==> config.mk <==
export PLATFORM = sky130hd
export DESIGN_NAME = bmult_26x26_bitheap_cmp
export DESIGN_NICKNAME = d
export VERILOG_FILES = /design/src/rtl/bmult_26x26_bitheap_cmp.sv
export SDC_FILE = /design/constraint.sdc
export NUM_CORES = 1
export LEC_CHECK = 0
export ABC_AREA = 1
export CAP_MARGIN = 0
export CORE_MARGIN = 2
export CORE_UTILIZATION = 25
export CTS_CLUSTER_DIAMETER = 150
export DETAILED_ROUTE_END_ITERATION = 10
export PLACE_DENSITY_LB_ADDON = 0.15
export RECOVER_POWER = 100
export SYNTH_ARGS = -nofsm -noshare
export SYNTH_HDL_FRONTEND = slang
export SYNTH_SLANG_ARGS = --single-unit
export TNS_END_PERCENT = 30
==> constraint.sdc <==
create_clock -name clk -period 5 [get_ports clk]
set_input_delay 0.5 -clock clk [delete_from_list [all_inputs] [get_ports clk]]
set_output_delay 0.5 -clock clk [all_outputs]
set_load 0.01 [all_outputs]
==> src/rtl/bmult_26x26_bitheap_cmp.sv <==
// Bit-heap compressor for a 26x26 Baugh-Wooley multiplier: full-adder tree reduces the
// 52-column heap to two rows, a 53-bit CPA sums them, and the result is registered once.
module bmult_26x26_bitheap_cmp (
  input  logic         clk,
  input  logic         rst,
  input  logic [1:0]   in_col0,
  input  logic         in_col1,
  input  logic [2:0]   in_col2,
  input  logic [1:0]   in_col3,
  input  logic [3:0]   in_col4,
  input  logic [2:0]   in_col5,
  input  logic [4:0]   in_col6,
  input  logic [3:0]   in_col7,
  input  logic [5:0]   in_col8,
  input  logic [4:0]   in_col9,
  input  logic [6:0]   in_col10,
  input  logic [5:0]   in_col11,
  input  logic [7:0]   in_col12,
  input  logic [6:0]   in_col13,
  input  logic [8:0]   in_col14,
  input  logic [7:0]   in_col15,
  input  logic [9:0]   in_col16,
  input  logic [8:0]   in_col17,
  input  logic [10:0]  in_col18,
  input  logic [9:0]   in_col19,
  input  logic [11:0]  in_col20,
  input  logic [10:0]  in_col21,
  input  logic [12:0]  in_col22,
  input  logic [11:0]  in_col23,
  input  logic [13:0]  in_col24,
  input  logic [12:0]  in_col25,
  input  logic [13:0]  in_col26,
  input  logic [12:0]  in_col27,
  input  logic [11:0]  in_col28,
  input  logic [11:0]  in_col29,
  input  logic [10:0]  in_col30,
  input  logic [10:0]  in_col31,
  input  logic [9:0]   in_col32,
  input  logic [9:0]   in_col33,
  input  logic [8:0]   in_col34,
  input  logic [8:0]   in_col35,
  input  logic [7:0]   in_col36,
  input  logic [7:0]   in_col37,
  input  logic [6:0]   in_col38,
  input  logic [6:0]   in_col39,
  input  logic [5:0]   in_col40,
  input  logic [5:0]   in_col41,
  input  logic [4:0]   in_col42,
  input  logic [4:0]   in_col43,
  input  logic [3:0]   in_col44,
  input  logic [3:0]   in_col45,
  input  logic [2:0]   in_col46,
  input  logic [2:0]   in_col47,
  input  logic [1:0]   in_col48,
  input  logic [1:0]   in_col49,
  input  logic         in_col50,
  input  logic         in_col51,
  output logic [52:0]  comp_out
);

  localparam int unsigned N    = 26;
  localparam int unsigned NCOL = 2 * N;
  localparam int unsigned OW   = NCOL + 1;
  localparam int unsigned HMAX = 14;
  localparam int unsigned NST  = 6;

  // Uniform column height entering each stage: 14 -> 10 -> 7 -> 5 -> 4 -> 3 -> 2.
  function automatic int unsigned stage_h(input int unsigned s);
    case (s)
      0:       stage_h = 14;
      1:       stage_h = 10;
      2:       stage_h = 7;
      3:       stage_h = 5;
      4:       stage_h = 4;
      5:       stage_h = 3;
      default: stage_h = 2;
    endcase
  endfunction

  logic [HMAX-1:0] lvl [NST+1][OW];
  logic [OW-1:0]   row_a;
  logic [OW-1:0]   row_b;
  logic [OW-1:0]   comp_d;
  logic [OW-1:0]   comp_q;

  assign lvl[0][0]  = HMAX'(in_col0);
  assign lvl[0][1]  = HMAX'(in_col1);
  assign lvl[0][2]  = HMAX'(in_col2);
  assign lvl[0][3]  = HMAX'(in_col3);
  assign lvl[0][4]  = HMAX'(in_col4);
  assign lvl[0][5]  = HMAX'(in_col5);
  assign lvl[0][6]  = HMAX'(in_col6);
  assign lvl[0][7]  = HMAX'(in_col7);
  assign lvl[0][8]  = HMAX'(in_col8);
  assign lvl[0][9]  = HMAX'(in_col9);
  assign lvl[0][10] = HMAX'(in_col10);
  assign lvl[0][11] = HMAX'(in_col11);
  assign lvl[0][12] = HMAX'(in_col12);
  assign lvl[0][13] = HMAX'(in_col13);
  assign lvl[0][14] = HMAX'(in_col14);
  assign lvl[0][15] = HMAX'(in_col15);
  assign lvl[0][16] = HMAX'(in_col16);
  assign lvl[0][17] = HMAX'(in_col17);
  assign lvl[0][18] = HMAX'(in_col18);
  assign lvl[0][19] = HMAX'(in_col19);
  assign lvl[0][20] = HMAX'(in_col20);
  assign lvl[0][21] = HMAX'(in_col21);
  assign lvl[0][22] = HMAX'(in_col22);
  assign lvl[0][23] = HMAX'(in_col23);
  assign lvl[0][24] = HMAX'(in_col24);
  assign lvl[0][25] = HMAX'(in_col25);
  assign lvl[0][26] = HMAX'(in_col26);
  assign lvl[0][27] = HMAX'(in_col27);
  assign lvl[0][28] = HMAX'(in_col28);
  assign lvl[0][29] = HMAX'(in_col29);
  assign lvl[0][30] = HMAX'(in_col30);
  assign lvl[0][31] = HMAX'(in_col31);
  assign lvl[0][32] = HMAX'(in_col32);
  assign lvl[0][33] = HMAX'(in_col33);
  assign lvl[0][34] = HMAX'(in_col34);
  assign lvl[0][35] = HMAX'(in_col35);
  assign lvl[0][36] = HMAX'(in_col36);
  assign lvl[0][37] = HMAX'(in_col37);
  assign lvl[0][38] = HMAX'(in_col38);
  assign lvl[0][39] = HMAX'(in_col39);
  assign lvl[0][40] = HMAX'(in_col40);
  assign lvl[0][41] = HMAX'(in_col41);
  assign lvl[0][42] = HMAX'(in_col42);
  assign lvl[0][43] = HMAX'(in_col43);
  assign lvl[0][44] = HMAX'(in_col44);
  assign lvl[0][45] = HMAX'(in_col45);
  assign lvl[0][46] = HMAX'(in_col46);
  assign lvl[0][47] = HMAX'(in_col47);
  assign lvl[0][48] = HMAX'(in_col48);
  assign lvl[0][49] = HMAX'(in_col49);
  assign lvl[0][50] = HMAX'(in_col50);
  assign lvl[0][51] = HMAX'(in_col51);
  assign lvl[0][52] = '0;

  // Each stage: full adders on bit triples; sums stay, carries move one column up,
  // leftovers pass through. Padding bits are constant zero and fold away.
  for (genvar s = 0; s < NST; s++) begin : g_stage
    localparam int unsigned HI  = stage_h(s);
    localparam int unsigned NFA = HI / 3;
    localparam int unsigned SHR = 3 * NFA;
    localparam int unsigned SHL = 2 * NFA;

    logic [NFA-1:0] cy [OW];
    logic           unused_cy;

    // Carry out of the top column is the wrap beyond 2^53.
    assign unused_cy = ^cy[OW-1];

    for (genvar c = 0; c < OW; c++) begin : g_col
      logic [NFA-1:0] sm;
      logic [NFA-1:0] cin;

      for (genvar f = 0; f < NFA; f++) begin : g_fa
        assign {cy[c][f], sm[f]} = 2'(lvl[s][c][3*f]) + 2'(lvl[s][c][3*f+1])
                                 + 2'(lvl[s][c][3*f+2]);
      end

      if (c == 0) begin : g_c0
        assign cin = '0;
      end else begin : g_cn
        assign cin = cy[c-1];
      end

      assign lvl[s+1][c] = ((lvl[s][c] >> SHR) << SHL) | HMAX'({cin, sm});
    end
  end

  for (genvar c = 0; c < OW; c++) begin : g_rows
    logic unused_top;
    assign row_a[c]   = lvl[NST][c][0];
    assign row_b[c]   = lvl[NST][c][1];
    assign unused_top = ^lvl[NST][c][HMAX-1:2];
  end

  assign comp_d = row_a + row_b;

  always_ff @(posedge clk) begin
    if (rst) comp_q <= '0;
    else     comp_q <= comp_d;
  end

  assign comp_out = comp_q;

endmodule

# Word level (Yosys, flattened, before mapping)
# Cells that the tools add are included.
# classes
bitwise	126
n_addsub	759
n_mul	0
mux	0
n_shift	0
n_eq_ne	0
magnitude_cmp	0
reduce_logical	0
div_mod_pow	0
# ops
op	count
$add A1 B1 Y2	445
$add A2 B1 Y2	286
$or A1 B2 Y2 const A	63
$or A3 B2 Y3	37
$add A53 B53 Y53	1
$add A2 B1 Y2 const B	26
$or A3 B2 Y3 const A	9
$or A9 B8 Y9	3
$or A10 B8 Y10	2
$or A1 B6 Y6 const A	3
$or A7 B6 Y7	2
$or A1 B4 Y4 const A	3
$or A5 B4 Y5	2
$or A4 B2 Y4	2
$add A1 B1 Y1	1
# word_totals
romBits	0
ramBits	0
in_bits	380
memories	0
register_bits	53
elab_cells	886
latch_bits	0

# Logic depth before layout (Yosys ltp)
# logic_depth
depth_word	19
ltp_mapped	24
ltp_nobuf	24

# Worst setup path after synthesis
# No wires, ideal clock.
# synth_path
path_kind	input to register
start	input in_col24[0]
end	register comp_q[45] (netlist: comp_out[45])
n_path_buf	0
setup_ps	115
stages	18
arrival_time_ps	4774
path_slack_ps	111
cell_sequence	fa_1 inv_1 fa_1 fa_1 fa_1 fa_1 inv_1 fa_1 ha_1 nand2_2 nor2_1 nand2_2 nor2_1 nand2_1 nand3_2 nand2_2 a21oi_1 nor2_1
# synth_via
elab_chain_cells	19
# synth_rtl
item	line	rtl
start, declared	30	input logic [13:0] in_col24,
$add A1 B1 Y2 (*)	159	assign {cy[c][f], sm[f]} = 2'(lvl[s][c][3*f]) + 2'(lvl[s][c][3*f+1])
$add A2 B1 Y2 (*)	160	+ 2'(lvl[s][c][3*f+2]);
$or A10 B8 Y10 or $or A9 B8 Y9 (tied branches)	169	assign lvl[s+1][c] = ((lvl[s][c] >> SHR) << SHL) | HMAX'({cin, sm});
$add A1 B1 Y2	159	
$add A2 B1 Y2	160	
$or A7 B6 Y7 or $or A1 B6 Y6 (tied branches)	169	
$add A1 B1 Y2	159	
$add A2 B1 Y2	160	
[3 not listed]	-	
$or A4 B2 Y4 or $or A3 B2 Y3 (tied branches)	169	
$add A1 B1 Y2	159	
$add A2 B1 Y2	160	
$or A3 B2 Y3 or $or A1 B2 Y2 (tied branches)	169	
$add A1 B1 Y2	159	
$add A2 B1 Y2	160	
$or A1 B2 Y2	169	
$add A53 B53 Y53 (*)	180	assign comp_d = row_a + row_b;
end signal, assigned	184	else comp_q <= comp_d;
end, declared	84	logic [OW-1:0] comp_q;
# Mark *: on every way between the ends. The rest lies on a longest branch, timed or not.
# A chain may end at the register's enable or synchronous reset.

# Worst setup path after layout
# layout_path
start	input in_col13[3]
end	register comp_q[39] (netlist: comp_out[39])
# layout_via
elab_chain_cells	16
# layout_rtl
item	line	rtl
start, declared	19	input logic [6:0] in_col13,
$add A1 B1 Y2 (*)	159	
$add A2 B1 Y2 (*)	160	
$add A1 B1 Y2	159	
$add A2 B1 Y2	160	
$add A1 B1 Y2	159	
$add A2 B1 Y2	160	
$add A1 B1 Y2	159	
$add A2 B1 Y2	160	
$or A3 B2 Y3	169	
$add A1 B1 Y2	159	
$add A2 B1 Y2	160	
$or A1 B2 Y2	169	
$add A1 B1 Y2	159	
$add A2 B1 Y2	160	
$or A1 B2 Y2	169	
$add A53 B53 Y53 (*)	180	
# Marked as above.

==> summary.md <==
| Metric | Value |
|---|---|
| Final setup vio count | 0 |
| # hold bufs at CTS | 0 |
| Synth Area in Compound Gates | 3.26% |
| Crit-path leading delay family | adder cells |
| CTS Root Cell | clkbuf_16 |
| CP most frequent cell | fa_1 |
| Clock Path Buffers | 2 |
| Starting density of the core | 25.4% |
| Minimum clock period | 4.87 ns |
| Global route total overflow | 0 |
| Unique masters post-synth | 33 |
| Initial DRC count | 246 |
| Final Hold Fails | 0 |
| Post-Place Cells | 3038 |
| Max FO, Critical Path | 3 |
| Slew Viols, Final | 0 |
| Mux share of post-synthesis cell area | 0% |
| Post-DP HPWL | 38400 um |
| Arrival time of the worst setup path | 5.10 ns |
| H-Tree Level Count | 2 |
| Post-Synthesis Net Count | 2635 |
| Worst-Margin Slew | 0.557 ns |
| Top-area cell type share of the netlist area | 38.7% |
| Die width | 244 um |
| Final cell count without fillers | 3059 |
| RSZ-0062 raised after global routing | yes |
| Crit path buf inv count | 3 |
| Detail Route Antenna Nets | 0 |
| Worst path cell trace | clkdlybuf4s50_1 > fa_1 > inv_2 > fa_1 > fa_1 > inv_1 > fa_1 > fa_1 > ha_4 > ha_4 > nand2_4 > nor2_4 > nand3_1 > nand3_2 > nand2_1 > nand2_1 > nand2_1 > a21oi_1 > nor2_1 |
| Mapped Area | 0.0144 mm^2 |
| Critical path type | input pin to flop |
| Tot GR Track Use | 14.2% |
| Port bufs | 432 |
| # rows | 87 |
| Syn avg cell area | 8.15 um^2 |
| TritonCTS buffer count | 5 |
| Sequential Area | 0.00106 mm^2 |
| Ratio of cells with drive above 1 in the final layout | 21.2% |
| Status | complete, no violations |
| CP max-delay cell | fa_1 |
| CP Capture Type | flop |
| Vias in the first global route | 13809 |
| Post-synthesis simple-gate area fraction | 17.2% |
| Fillers | 5811 |
| Clock transition at the registers of the reported paths | 0.09 ns |
| Area leader, netlist | fa_1 |
| Area occupied by multi-input gates | 0.0127 mm^2 |
| Total number of vias | 12348 |
| CP Depth | 19 |
| Crit path largest cell delay | 0.58 ns |
| Relative slew slack | 62.8% |
| Chip height | 244 um |
| Largest family of logic cells by synthesized area | adder cells |
| IO Count | 433 |
| Num Clock Sinks | 53 |
| CP Launch Type | input pin |
| Leading cell types by total area after synthesis | fa_1, ha_1, inv_1, nand2_1, dfxtp_1 |
| Worst Path Required | 5.23 ns |
| Core outline area | 0.0566 mm^2 |
| Post-Synth Adder-Cell Area | 57.2% |
| Max frequency | 205 MHz |
| GPL Wtd Cong | 0.833 |
| Via-to-Cell Ratio | 4.04 |
| Residual DRC count | 0 |
| Max-cap viol count | 0 |
| Worst Hold Class | input pin to flop |
| Final nets | 3172 |
| TritonCTS clock tree | done |
| Final Cycle Share | 97.4% |
| Xor/xnor share of the synthesized area | 0.122% |
| Wirelength, routed | 41400 um |
| Cells after synthesis | 1764 |
| Pin count of the biggest net entering global routing | 30 |
| First-pass GRT wire length | 68000 um |
| Die area | 0.0595 mm^2 |
| Avg WL per Cell | 13.5 um |
| Sequential area share after synthesis | 7.38% |
| Hold path cells | 4 |
| Largest register FFs | 53 |
| Ys Warns | 0 |
| P&R area growth vs syn | 55.2% |
| Flops & latches, synth | 53 |
| Initial antenna violation count | 1 |
| DR pass1 iterations | 4 |
[per-layer routing]
| metal | vias to the layer above | global-route usage, % | share of wire, % |
|---|---|---|---|
| met4 | 0 | 3.17 | 2.1 |
| met2 | 239 | 26.8 | 52 |
| met1 | 5866 | 17.1 | 42 |
| met5 | - | 0 | 0 |
| met3 | 35 | 1.76 | 3.9 |
| li1 | 6208 | - | - |
[final cells by class]
| cell class | count | share of cell area [%] |
|---|---|---|
| clock buffer | 6 | 0.577 |
| antenna | 1 | 0.0112 |
| clock inverter | 2 | 0.0673 |
| timing repair buffer | 535 | 24.1 |
| sequential | 53 | 4.75 |
| inverter | 560 | 9.43 |
| multi-input combinational | 1146 | 56.8 |
| tap | 756 | 4.24 |
[metrics by stage]
step / area, um^2 / TNS [ns] / setup WS (ns) / hold WS [ns] / util [%]
2_1_floorplan: 14400 / 0 / 0.111 / 0.718 / -
3_3_place_gp: 20300 / -22.31 / -0.703 / 1.21 / 35.9
3_5_place_dp: 20300 / -22.56 / -0.726 / 1.22 / 35.9
4_1_cts: 21300 / -0.0277 / -0.0101 / 0.885 / 37.5
5_1_grt: 22300 / -0.433 / -0.0702 / 0.918 / 39.4
6_report: 22300 / 0 / 0.130 / 0.897 / 39.4
[cells in the mapped netlist, drive strengths merged]
| cell type | n |
|---|---|
| a211oi | 1 |
| a21o | 1 |
| a21oi | 60 |
| a31oi | 1 |
| and2 | 2 |
| and3 | 1 |
| buf | 3 |
| clkbuf | 2 |
| clkinv | 5 |
| dfxtp | 53 |
| fa | 278 |
| ha | 213 |
| inv | 555 |
| nand2 | 384 |
| nand3 | 41 |
| nand4 | 8 |
| nor2 | 123 |
| nor3 | 3 |
| nor4 | 1 |
| o21a | 2 |
| o21ai | 22 |
| o21bai | 3 |
| xnor2 | 2 |
[worst paths after layout]
path	from	slack (ns)	to
max	in_col13[3]	0.13	comp_out[39]
min	in_col0[1]	0.90	comp_out[0]
[worst min-delay path: cells and delay by family]
kind / cells / cell delay [ns]
buffers and inverters: 2 / 0.49
adder cells (fa/ha/maj): 1 / 0.12
AND/OR/NAND/NOR: 1 / 0.07
[placed cells by master (no fill, tap or decap), drive strengths merged, types with 8 or more instances in the layout]
cell | Yosys | final
nand3 | 41 | 41
nor2 | 123 | 123
a21oi | 60 | 60
clkbuf | 2 | 21
nand2 | 384 | 384
dlygate4sd2 | 0 | 9
nand4 | 8 | 8
dlymetal6s2s | 0 | 125
o21ai | 22 | 22
fa | 278 | 278
clkdlybuf4s50 | 0 | 224
dfxtp | 53 | 53
ha | 213 | 213
dlygate4sd3 | 0 | 57
buf | 3 | 100
inv | 555 | 558
[what timing repair did]
| item | in CTS | in global routing |
|---|---|---|
| resized for setup | 146 | 392 |
| pin swaps | 101 | 264 |
| setup endpoints to repair | 38 | 38 |
| buffers inserted | 1 | 11 |
[cells by family after synthesis]
| group | count (synthesis) |
|---|---|
| buf+inv | 565 |
| simple gates | 563 |
| fa+ha+maj | 491 |
| compound gates | 90 |
| flops | 53 |
| xor+xnor | 2 |
Power is left out: the tool's default activity adds up to more than one toggle a clock period on the data nets, which glitch-free logic cannot reach.
==> RTL edit, RTL diff (same settings) <==
Make the reset (`rst`) asynchronous in one clocked block.
--- a/src/rtl/bmult_26x26_bitheap_cmp.sv
+++ b/src/rtl/bmult_26x26_bitheap_cmp.sv
@@ -179,7 +179,7 @@
 
   assign comp_d = row_a + row_b;
 
-  always_ff @(posedge clk) begin
+  always_ff @(posedge clk or posedge rst) begin
     if (rst) comp_q <= '0;
     else     comp_q <= comp_d;
   end
Function: changed (Yosys sat finds a counterexample within 4 cycles, from zero or initial values and one cycle with rst high; the reset may be asserted at any time).
==> RTL edit against the unedited design <==
- the run now ends with max-capacitance violations, max-slew violations left
- sequential cell count stayed put
- die area is 0.51% higher
- final area is 0.85% higher
- synthesized area grew 0.52%
- non-clock buffer count decreased by 5
- wire length rose by 0.66%
- worst setup slack improved by 0.0042 ns
- critical path type unchanged
Power is not shown: default switching activity piles up to over one toggle a cycle in this logic, so the estimate is an artifact.
==> RTL edit: results (changes against the unedited design) <==
Logic synthesis
  – Top cells by area, synth: fa_1, ha_1, inv_1 (unchanged)
  – Adder-cell share of the synthesized area: 56.9% (was 57.2%)
  – Complex-gate fraction of the synthesized area: 1.23% (was 3.26%)
  – Mapped Nets: 2584 (was 2635)
  – XOR/XNOR share of the synthesized area: 1.64% (was 0.122%)
  – Top FF cell, synth: dfrtp_1 (was dfxtp_1)
  – Synth cell count leaders: inv_1, nand2_1, fa_1 (unchanged)
  – Sequential area share after synthesis: 9.17% (was 7.38%)
  – Synth cell types: 26 (was 33)
  – Async SR Flop Fraction: 100% (was 0%)

Setup path
  – Worst Setup SP: in_col33[0] (was in_col13[3])
  – Crit path capture: comp_out[48] (was comp_out[39])
  – Max incr delay on CP: 0.55 ns (was 0.58 ns)
  – CP max FO: 4 (was 3)
  – WP data arrival: 5.08 ns (was 5.10 ns)

Status
  – Status: complete, but fails checks (was completed)
  – Failing checks: max-capacitance violations, max-slew violations

Drt
  – Total number of vias: 12100 (was 12300)
  – Routed wire length: 41700 um (was 41400 um)
  – Post-Route M1 WL: 17000 um (was 17200 um)
  – Router iterations before antenna repair: 6 (was 4)
  – WL met2: 22000 um (was 21700 um)

Placement
  – Final HPWL DP: 38500 um (was 38400 um)
  – Post-DP Area: 20300 um2 (about the same)

STA
  – Max Transition Viols Final: 30 (was 0)
  – Worst-margin pin slew: 2.07 ns (was 0.557 ns)

Min path
  – Worst Hold End: comp_out[0] (unchanged)
  – Hold Crit Depth: 2 (was 4)

Global routing
  – M2 GR Usage: 27.1% (was 26.8%)
  – Gr usage total: 14.3% (was 14.2%)
  – Initial antenna violation count: 0 (was 1)
  – M1 GR Usage: 17.5% (was 17.1%)

Flow run
  – Max-Cap Viols: 1 (was 0)

Final layout
  – Layout cells sized above 1: 21.5% (was 21.2%)
  – Antenna diode count: 0 (was 1)
  – # nets final: 3121 (was 3172)

Clock network
  – Postcts setup bufs: 5 (was 1)
## RTL edit: cell count changes in the layout (fill, tap and decap cells not counted), sizes merged, moves of 5 or more
cell and delta:
o21ai -22, nor2 -31, a21oi -34, dlymetal6s2s -31, nand2 +23, inv -5
dfxtp -53, clkdlybuf4s50 +47, buf -5, dfrtp +53, clkbuf -13, xor2 +25
## RTL edit: stage by stage
stage | std cells | TNS (ns) | util, % | hold slack (ns)
after floorplan | 1713 | 0 | - | 0.627
after global placement | 2989 | -21.22 | 35.4 | 0.936
after detailed placement | 2989 | -21.68 | 35.4 | 0.952
after CTS | 3002 | -0.0633 | 37.1 | 0.601
after global routing | 3016 | -0.166 | 39.2 | 0.807
final | 3016 | 0 | 39.2 | 0.793
## RTL edit: layout make-up
class,count,area share (%)
Clock buffer,5,0.556
Clock inverter,3,0.195
Inverter,552,9.24
Multi-Input combinational cell,1108,56.2
Sequential cell,53,5.89
Tap cell,765,4.25
Timing Repair Buffer,530,23.6
